==> src/rtl/amstrad_mem_pkg.sv <==
// rtl/amstrad_mem_pkg.sv - shared arbiter state type and byte-lane helpers
package amstrad_mem_pkg;

    typedef enum logic [1:0] {
        IDLE = 2'd0,
        VID  = 2'd1,
        CPU  = 2'd2
    } arb_state_t;

    localparam logic [1:0] BE_EVEN = 2'b01;
    localparam logic [1:0] BE_ODD  = 2'b10;
    localparam logic [1:0] BE_WORD = 2'b11;

    function automatic logic [1:0] lane_be(input logic addr0);
        return addr0 ? BE_ODD : BE_EVEN;
    endfunction

endpackage

==> src/rtl/amstrad_ram_arbiter.sv <==
// rtl/amstrad_ram_arbiter.sv - CPU/video arbiter for one 16-bit req/ack memory port
module amstrad_ram_arbiter
    import amstrad_mem_pkg::*;
#(
    parameter int              AW        = 23,
    parameter logic [AW-1:0]   VRAM_BASE = '0
) (
    input  logic              clk,
    input  logic              reset,
    input  logic [AW-1:0]     cpu_addr,
    input  logic              cpu_rd,
    input  logic              cpu_wr,
    input  logic [7:0]        cpu_wdata,
    output logic [7:0]        cpu_din,
    output logic              cpu_ready,
    input  logic              vid_strobe,
    input  logic [14:0]       vram_addr,
    output logic [15:0]       vram_din,
    output logic              vid_overrun,
    output logic              mem_req,
    output logic              mem_we,
    output logic [AW-1:0]     mem_addr,
    output logic [1:0]        mem_be,
    output logic [15:0]       mem_wdata,
    input  logic [15:0]       mem_rdata,
    input  logic              mem_ack
);

    arb_state_t    state, state_nx;
    logic          cpu_rd_q, cpu_wr_q;
    logic          cpu_pend, cpu_we_c;
    logic [AW-1:0] cpu_addr_c;
    logic [7:0]    cpu_wdata_c;
    logic          vid_pend;
    logic [14:0]   vaddr;

    logic rd_rise, wr_rise, ack_vid, ack_cpu, cpu_take;

    assign rd_rise  = cpu_rd & ~cpu_rd_q;
    assign wr_rise  = cpu_wr & ~cpu_wr_q;
    assign ack_vid  = mem_ack && (state == VID);
    assign ack_cpu  = mem_ack && (state == CPU);
    // An edge landing on the completing cycle starts the next access.
    assign cpu_take = (rd_rise | wr_rise) && (!cpu_pend || ack_cpu);
    assign cpu_ready = ~cpu_pend;

    always_comb begin
        state_nx = state;
        case (state)
            IDLE: begin
                if (vid_pend)
                    state_nx = VID;
                else if (cpu_pend)
                    state_nx = CPU;
            end
            VID:     if (mem_ack) state_nx = IDLE;
            CPU:     if (mem_ack) state_nx = IDLE;
            default: state_nx = IDLE;
        endcase
    end

    always_ff @(posedge clk or posedge reset) begin
        if (reset) begin
            state       <= IDLE;
            cpu_rd_q    <= 1'b0;
            cpu_wr_q    <= 1'b0;
            cpu_pend    <= 1'b0;
            cpu_we_c    <= 1'b0;
            cpu_addr_c  <= '0;
            cpu_wdata_c <= 8'h00;
            vid_pend    <= 1'b0;
            vaddr       <= 15'h0000;
            vid_overrun <= 1'b0;
            mem_req     <= 1'b0;
            mem_we      <= 1'b0;
            mem_addr    <= '0;
            mem_be      <= 2'b00;
            mem_wdata   <= 16'h0000;
            cpu_din     <= 8'hFF;
            vram_din    <= 16'h0000;
        end else begin
            state    <= state_nx;
            cpu_rd_q <= cpu_rd;
            cpu_wr_q <= cpu_wr;

            if (ack_cpu)
                cpu_pend <= 1'b0;
            if (cpu_take) begin
                cpu_pend    <= 1'b1;
                cpu_we_c    <= wr_rise;
                cpu_addr_c  <= cpu_addr;
                cpu_wdata_c <= cpu_wdata;
            end

            if (ack_vid)
                vid_pend <= 1'b0;
            if (vid_strobe) begin
                vid_pend <= 1'b1;
                vaddr    <= vram_addr;
                if (vid_pend && !ack_vid)
                    vid_overrun <= 1'b1;
            end

            if (state == IDLE && state_nx == VID) begin
                mem_req  <= 1'b1;
                mem_we   <= 1'b0;
                mem_addr <= VRAM_BASE + {{(AW-16){1'b0}}, vaddr, 1'b0};
                mem_be   <= BE_WORD;
            end else if (state == IDLE && state_nx == CPU) begin
                mem_req   <= 1'b1;
                mem_we    <= cpu_we_c;
                mem_addr  <= cpu_addr_c;
                mem_be    <= lane_be(cpu_addr_c[0]);
                mem_wdata <= {cpu_wdata_c, cpu_wdata_c};
            end else if (ack_vid || ack_cpu) begin
                mem_req <= 1'b0;
                mem_we  <= 1'b0;
            end

            if (ack_vid)
                vram_din <= mem_rdata;
            if (ack_cpu && !cpu_we_c)
                cpu_din <= cpu_addr_c[0] ? mem_rdata[15:8] : mem_rdata[7:0];
        end
    end

endmodule

==> config.mk <==
export PLATFORM = sky130hd
export DESIGN_NAME = amstrad_ram_arbiter
export DESIGN_NICKNAME = d
export VERILOG_FILES = /design/src/rtl/amstrad_mem_pkg.sv /design/src/rtl/amstrad_ram_arbiter.sv
export SDC_FILE = /design/constraint.sdc
export NUM_CORES = 1
export LEC_CHECK = 0
export BUFFER_PORTS_ARGS = -buffer_cell sky130_fd_sc_hd__clkbuf_2
export CORE_UTILIZATION = 39
export DETAILED_ROUTE_END_ITERATION = 12
export GPL_ROUTABILITY_DRIVEN = 0
export GPL_TIMING_DRIVEN = 1
export PLACE_DENSITY = 0.7
export REMOVE_ABC_BUFFERS = 1
export SYNTH_ARGS = -nofsm -noshare
export SYNTH_HDL_FRONTEND = slang
export SYNTH_SLANG_ARGS = --single-unit
==> constraint.sdc <==
create_clock -name clk -period 3.61 [get_ports clk]
set_input_delay 0.722 -clock clk [delete_from_list [all_inputs] [get_ports clk]]
set_output_delay 0.722 -clock clk [all_outputs]
set_load 0.02 [all_outputs]
## Yosys cells after proc, flatten, opt, wreduce, memory -nomap -nowiden

Index checks and enable logic that the tools add are counted.

- Bits of input ports: 68
- Register bits after elaboration: 121
- Output and inout port bits: 69

- Muxes and demuxes: 19
- Bitwise gates (word level): 7
- Equal/unequal tests: 4
- Reduce and logical (&&, ||, !) cells: 20

Operators with widths:

| kind | number |
|---|---|
| 23-bit two-way mux | 2 |
| 2-bit two-way mux | 6 |
| 1-bit two-way mux | 9 |
| 8-bit two-way mux | 1 |
| 1-bit logical AND | 7 |
| 2-bit nonzero test | 3 |
| 2-bit by 1-bit equality test with 1-bit output, second input constant | 2 |
| 2-bit equality test, second input constant | 2 |
| 1-bit NOT | 4 |
| 2-bit one-hot mux with 2 select lines | 1 |
| 2-bit AND reduction | 2 |
| 1-bit logical NOT | 3 |
| 3-bit nonzero test | 1 |
| 1-bit AND | 2 |
| 2-bit logical NOT | 1 |
| 1-bit logical OR | 2 |
| 2-bit OR reduction | 1 |
| 1-bit OR | 1 |

## Depth between registers and ports, before layout

- Word-level depth: 7
- Depth in mapped cells: 8

## Worst setup path after synthesis

OpenSTA, ideal clock, no wires.

- Path kind: in2reg
- Start: input cpu_wr
- End: register cpu_addr_c[10]
- Data arrival time: 1774 ps
- Path slack: 1711 ps
- Buffers on the path: 1
- Library setup time: 125 ps
- Required time: 3485 ps
- Stages: 5
- Cells stage by stage: nor2b_1 > a21oi_1 > a21oi_1 > buf_2 > mux2_2

- Longest elaborated chain between the ends: 3

Ends and longest elaborated chain:

| what | line | source |
|---|---|---|
| start: declaration | amstrad_ram_arbiter.sv:12 | `input logic cpu_wr,` |
| 1-bit AND | amstrad_ram_arbiter.sv:40 | `assign wr_rise = cpu_wr & ~cpu_wr_q;` |
| 1-bit OR | amstrad_ram_arbiter.sv:44 | `assign cpu_take = (rd_rise \| wr_rise) && (!cpu_pend \|\| ack_cpu);` |
| 1-bit logical AND | amstrad_ram_arbiter.sv:44 |  |
| end signal: assignment | amstrad_ram_arbiter.sv:91 | `cpu_addr_c <= cpu_addr;` |
| end: declaration | amstrad_ram_arbiter.sv:32 | `logic [AW-1:0] cpu_addr_c;` |

No other way between the ends.
A chain may end at the register's enable or synchronous reset.

## Worst setup path in the final report

- Start: register state[0]
- End: register mem_addr[11]

- Longest elaborated chain between the ends: 6
- Elaborated cells on any way between the ends: 14
- Those cells by class: eq/ne (4); mux (5); reduce/logical (5)

Ends and longest elaborated chain:

| what | line | source |
|---|---|---|
| start: declaration | amstrad_ram_arbiter.sv:29 | `arb_state_t state, state_nx;` |
| start signal: assignment | amstrad_ram_arbiter.sv:82 | `state <= state_nx;` |
| 2-bit by 1-bit equality test with 1-bit output, or another cell as far along | amstrad_ram_arbiter.sv:49 | `case (state)` |
| 2-bit OR reduction (no source line) / 2-bit two-way mux (equally long branches) | n/a |  |
| 2-bit one-hot mux with 2 select lines | amstrad_ram_arbiter.sv:49 |  |
| 2-bit by 1-bit equality test with 1-bit output / 2-bit equality test (equally long branches) | amstrad_ram_arbiter.sv:104, amstrad_ram_arbiter.sv:109 |  |
| 1-bit logical AND, on equally long branches | amstrad_ram_arbiter.sv:104, amstrad_ram_arbiter.sv:109 |  |
| 23-bit two-way mux / 2-bit nonzero test (equally long branches) | n/a |  |
| end signal: assignment | amstrad_ram_arbiter.sv:107 | `mem_addr <= VRAM_BASE + {{(AW-16){1'b0}}, vaddr, 1'b0};` |
| end signal: assignment | amstrad_ram_arbiter.sv:112 | `mem_addr <= cpu_addr_c;` |
| end: declaration | amstrad_ram_arbiter.sv:22 | `output logic [AW-1:0] mem_addr,` |

Parallel ways exist; a longest one is shown, timed or not.

==> flow_summary.json <==
{
  "min_path_type": "in2async",
  "cp-end-kind": "register",
  "status": "complete, no violations",
  "synth_edf_count": 0,
  "synth_top_family_by_area": "multiplexers",
  "stdcell_count": 652,
  "cts_setup_buffers": 0,
  "cts_root_buf": "clkbuf_16",
  "cts_buffer_depth": 2,
  "yosys.area_share.xor_xnor_pct": 0,
  "nFillCells": 1002,
  "dieArea_mm2": 0.0127,
  "clk_pin_slew_worst_paths_ns": 0.05,
  "cts.sinks": 113,
  "cp_data_required_time_ns": 3.84,
  "drv_cap": 0,
  "post-route-util_pct": 52.3,
  "period_share_pct": 69.6,
  "hpwlAfterDp_um": 7570,
  "crit_type": "reg2reg",
  "postPlaceCellArea_mm2": 0.00553,
  "period_needed_ns": 2.51,
  "gr-total-overflow": 0,
  "yosysWarnings": 0,
  "yosysUniqueCellTypes": 37,
  "first_pass_iters": 4,
  "grt.total_usage_pct": 18.7,
  "ctsResizeCount": 0,
  "ys.flop_type": "dfrtp_1",
  "netlist_area_mm2": 0.00478,
  "via_per_inst": 5.16,
  "clk-insertion-delay-late_ns": 0.41,
  "ys_seq_area_share_pct": 59.3,
  "critical-path-top-delay-family": "compound AO/OA/AOI/OAI gates",
  "synth-seq-cells": 113,
  "rr_worst_depth": 6,
  "antenna-diode-count": 0,
  "synthArstFlopShare_pct": 100,
  "remaining_drc_errors": 0,
  "r2r-end": "mem_addr[11]$_DFFE_PP0P_",
  "grt_pass1_vias": 3566,
  "drive_gt1_share_pct": 51.5,
  "cts_hold_buf": 0,
  "synth_cells": 363,
  "cp-start-kind": "register",
  "regToRegSetupSlack_ns": 1.10,
  "syn_to_final_growth_pct": 30.6,
  "path_depth": 6,
  "cts_tree": "built",
  "maxSlewViolCount": 0,
  "vdd_drop_max_uv": 515,
  "dp.cells": 620,
  "grt_max_degree": 65,
  "grt_pass1_wl_um": 18000,
  "nets": 564,
  "power.total_mw": 6.26,
  "setup_viol": 0,
  "slew-limit-headroom_pct": 41.4,
  "fp-row-count": 40,
  "fmax_ghz": 0.398,
  "finClkSkew_ns": 0.00617,
  "cpPeakStageDelay_ns": 0.65,
  "tightest_slew_ns": 0.879,
  "fin_area_mm2": 0.00625,
  "wirelength_um": 11000,
  "critical_path_arrival_ns": 2.74,
  "timing.rr.start": "state[0]$_DFF_PP0_",
  "synthSimpleGateAreaFrac_pct": 5.33,
  "postRouteAntennaNets": 0,
  "multi_input_area_mm2": 0.00176,
  "leakage_nw": 2.90,
  "numCtsBuffers": 17,
  "die_x_um": 113,
  "hold_viol_final": 0,
  "synth-adder-area-share_pct": 1.05,
  "cp_max_fo": 19,
  "core_mm2": 0.0120,
  "path_buf_inv": 1,
  "avgSynthCellArea_um2": 13.2,
  "power_density_mw_per_mm2": 1000,
  "ff_latch_area_mm2": 0.00284,
  "synth_compound_area_share_pct": 11.5,
  "io_buffers": 136,
  "wl_per_cell_um": 16.9,
  "cp_cell_sequence": "inv_1 > ha_1 > nor2b_1 > o21ai_4 > a21o_1 > a31oi_1",
  "first_iter_violations": 158,
  "io_pins": 137,
  "h-tree-depth": 4,
  "cp_slowest_cell": "a21o_1",
  "die-height_um": 113,
  "whs_ns": 0.399,
  "rsz0062_at_grt": "false",
  "initial_core_util_pct": 40.0,
  "synthMuxAreaShare_pct": 18.6,
  "vias": 3362,
  "antenna_found_initial": 0
}
[worst reg2reg max path: stages (launching register included)]
cell and delay, ns:
dfrtp_1 0.47, inv_1 0.10, ha_1 0.31, nor2b_1 0.17
o21ai_4 0.43, a21o_1 0.65, a31oi_1 0.20
[layer usage]
metal	up-vias	share of wire [%]	GRT usage [%]
met5	-	0	0
met4	0	1.3	6.93
met3	14	7.2	7.39
met2	118	48	30.7
met1	1658	44	22.1
li1	1572	-	-
[synthesized netlist by cell type, types with 2 or more instances]
cell | count | area, um^2
dfstp_2 | 8 | 210
buf_2 | 10 | 50.1
mux2i_1 | 8 | 80.1
o2bb2ai_1 | 6 | 52.6
nand2_1 | 15 | 56.3
nand2b_1 | 2 | 12.5
nor2b_1 | 2 | 12.5
a31oi_1 | 15 | 93.8
inv_1 | 7 | 26.3
o21ai_0 | 31 | 155
a211oi_1 | 16 | 120
a31o_2 | 2 | 17.5
mux2_2 | 64 | 721
buf_6 | 2 | 22.5
dfrtp_1 | 105 | 2630
nor2_4 | 2 | 22.5
mux2_4 | 6 | 90.1
clkbuf_2 | 2 | 10.0
a21oi_1 | 7 | 35.0
buf_4 | 8 | 60.1
a21o_1 | 2 | 15.0
nand3_1 | 18 | 90.1
clkbuf_1 | 8 | 30.0
ha_1 | 4 | 50.1
[power by group]
group | switching (mW) | internal, mW | leakage [nW]
sequential | 0.340 | 1.82 | 1.34
clock | 0.558 | 1.47 | 0.347
combinational | 1.23 | 0.843 | 1.22
[cell families (layout without fill, tap and decap cells)]
family / after synthesis / after routing
buf+inv: 37 / 179
simple gates: 46 / 46
fa+ha+maj: 4 / 4
flops: 113 / 113
compound gates: 85 / 85
mux: 78 / 78
[cell type report]
type / count / area share, %
flip-flops and latches: 113 / 45.4
well taps: 147 / 2.94
clock buffers: 21 / 7.37
multi-input cells: 213 / 28.1
inverters: 7 / 0.460
repair buffers: 140 / 11.6
clock inverters: 11 / 4.12
[worst max path at each step]
stage	from	to	slack, ns
2_1_floorplan	reset	cpu_addr_c[0]$_DFFE_PP0P_	-0.09
6_report	state[0]$_DFF_PP0_	mem_addr[11]$_DFFE_PP0P_	1.10
4_1_cts	state[0]$_DFF_PP0_	mem_addr[22]$_DFFE_PP0P_	1.08
3_5_place_dp	mem_ack	mem_addr[22]$_DFFE_PP0P_	1.06
3_3_place_gp	mem_ack	mem_addr[0]$_DFFE_PP0P_	1.13
5_1_grt	state[0]$_DFF_PP0_	mem_addr[11]$_DFFE_PP0P_	0.95
[cell usage in the layout, fill, tap and decap left out, drive strengths merged, types with 15 or more instances in the layout]
| master | count |
|---|---|
| clkbuf | 157 |
| dfrtp | 105 |
| mux2 | 70 |
| o21ai | 33 |
| nand3 | 18 |
| a211oi | 16 |
| nand2 | 16 |
| a31oi | 15 |
[per-stage QoR]
step | TNS [ns] | worst slack [ns]
floorplan | -9.04 | -0.0861
global placement | 0 | 1.13
detailed placement | 0 | 1.06
CTS | 0 | 1.08
global route | 0 | 0.950
finish | 0 | 1.10
[sequential cells by signal (all words and copies together) (netlist names)]
signal       flops
cpu_addr_c      23
cpu_din          8
cpu_pend         1
cpu_rd_q         1
cpu_wdata_c      8
cpu_we_c         1
cpu_wr_q         1
mem_addr        23
mem_be           2
mem_req          1
mem_wdata        8
mem_we           1
state            2
vaddr           15
vid_overrun      1
vid_pend         1
vram_din        16
Note: power is estimated with default switching activity, not from simulation.
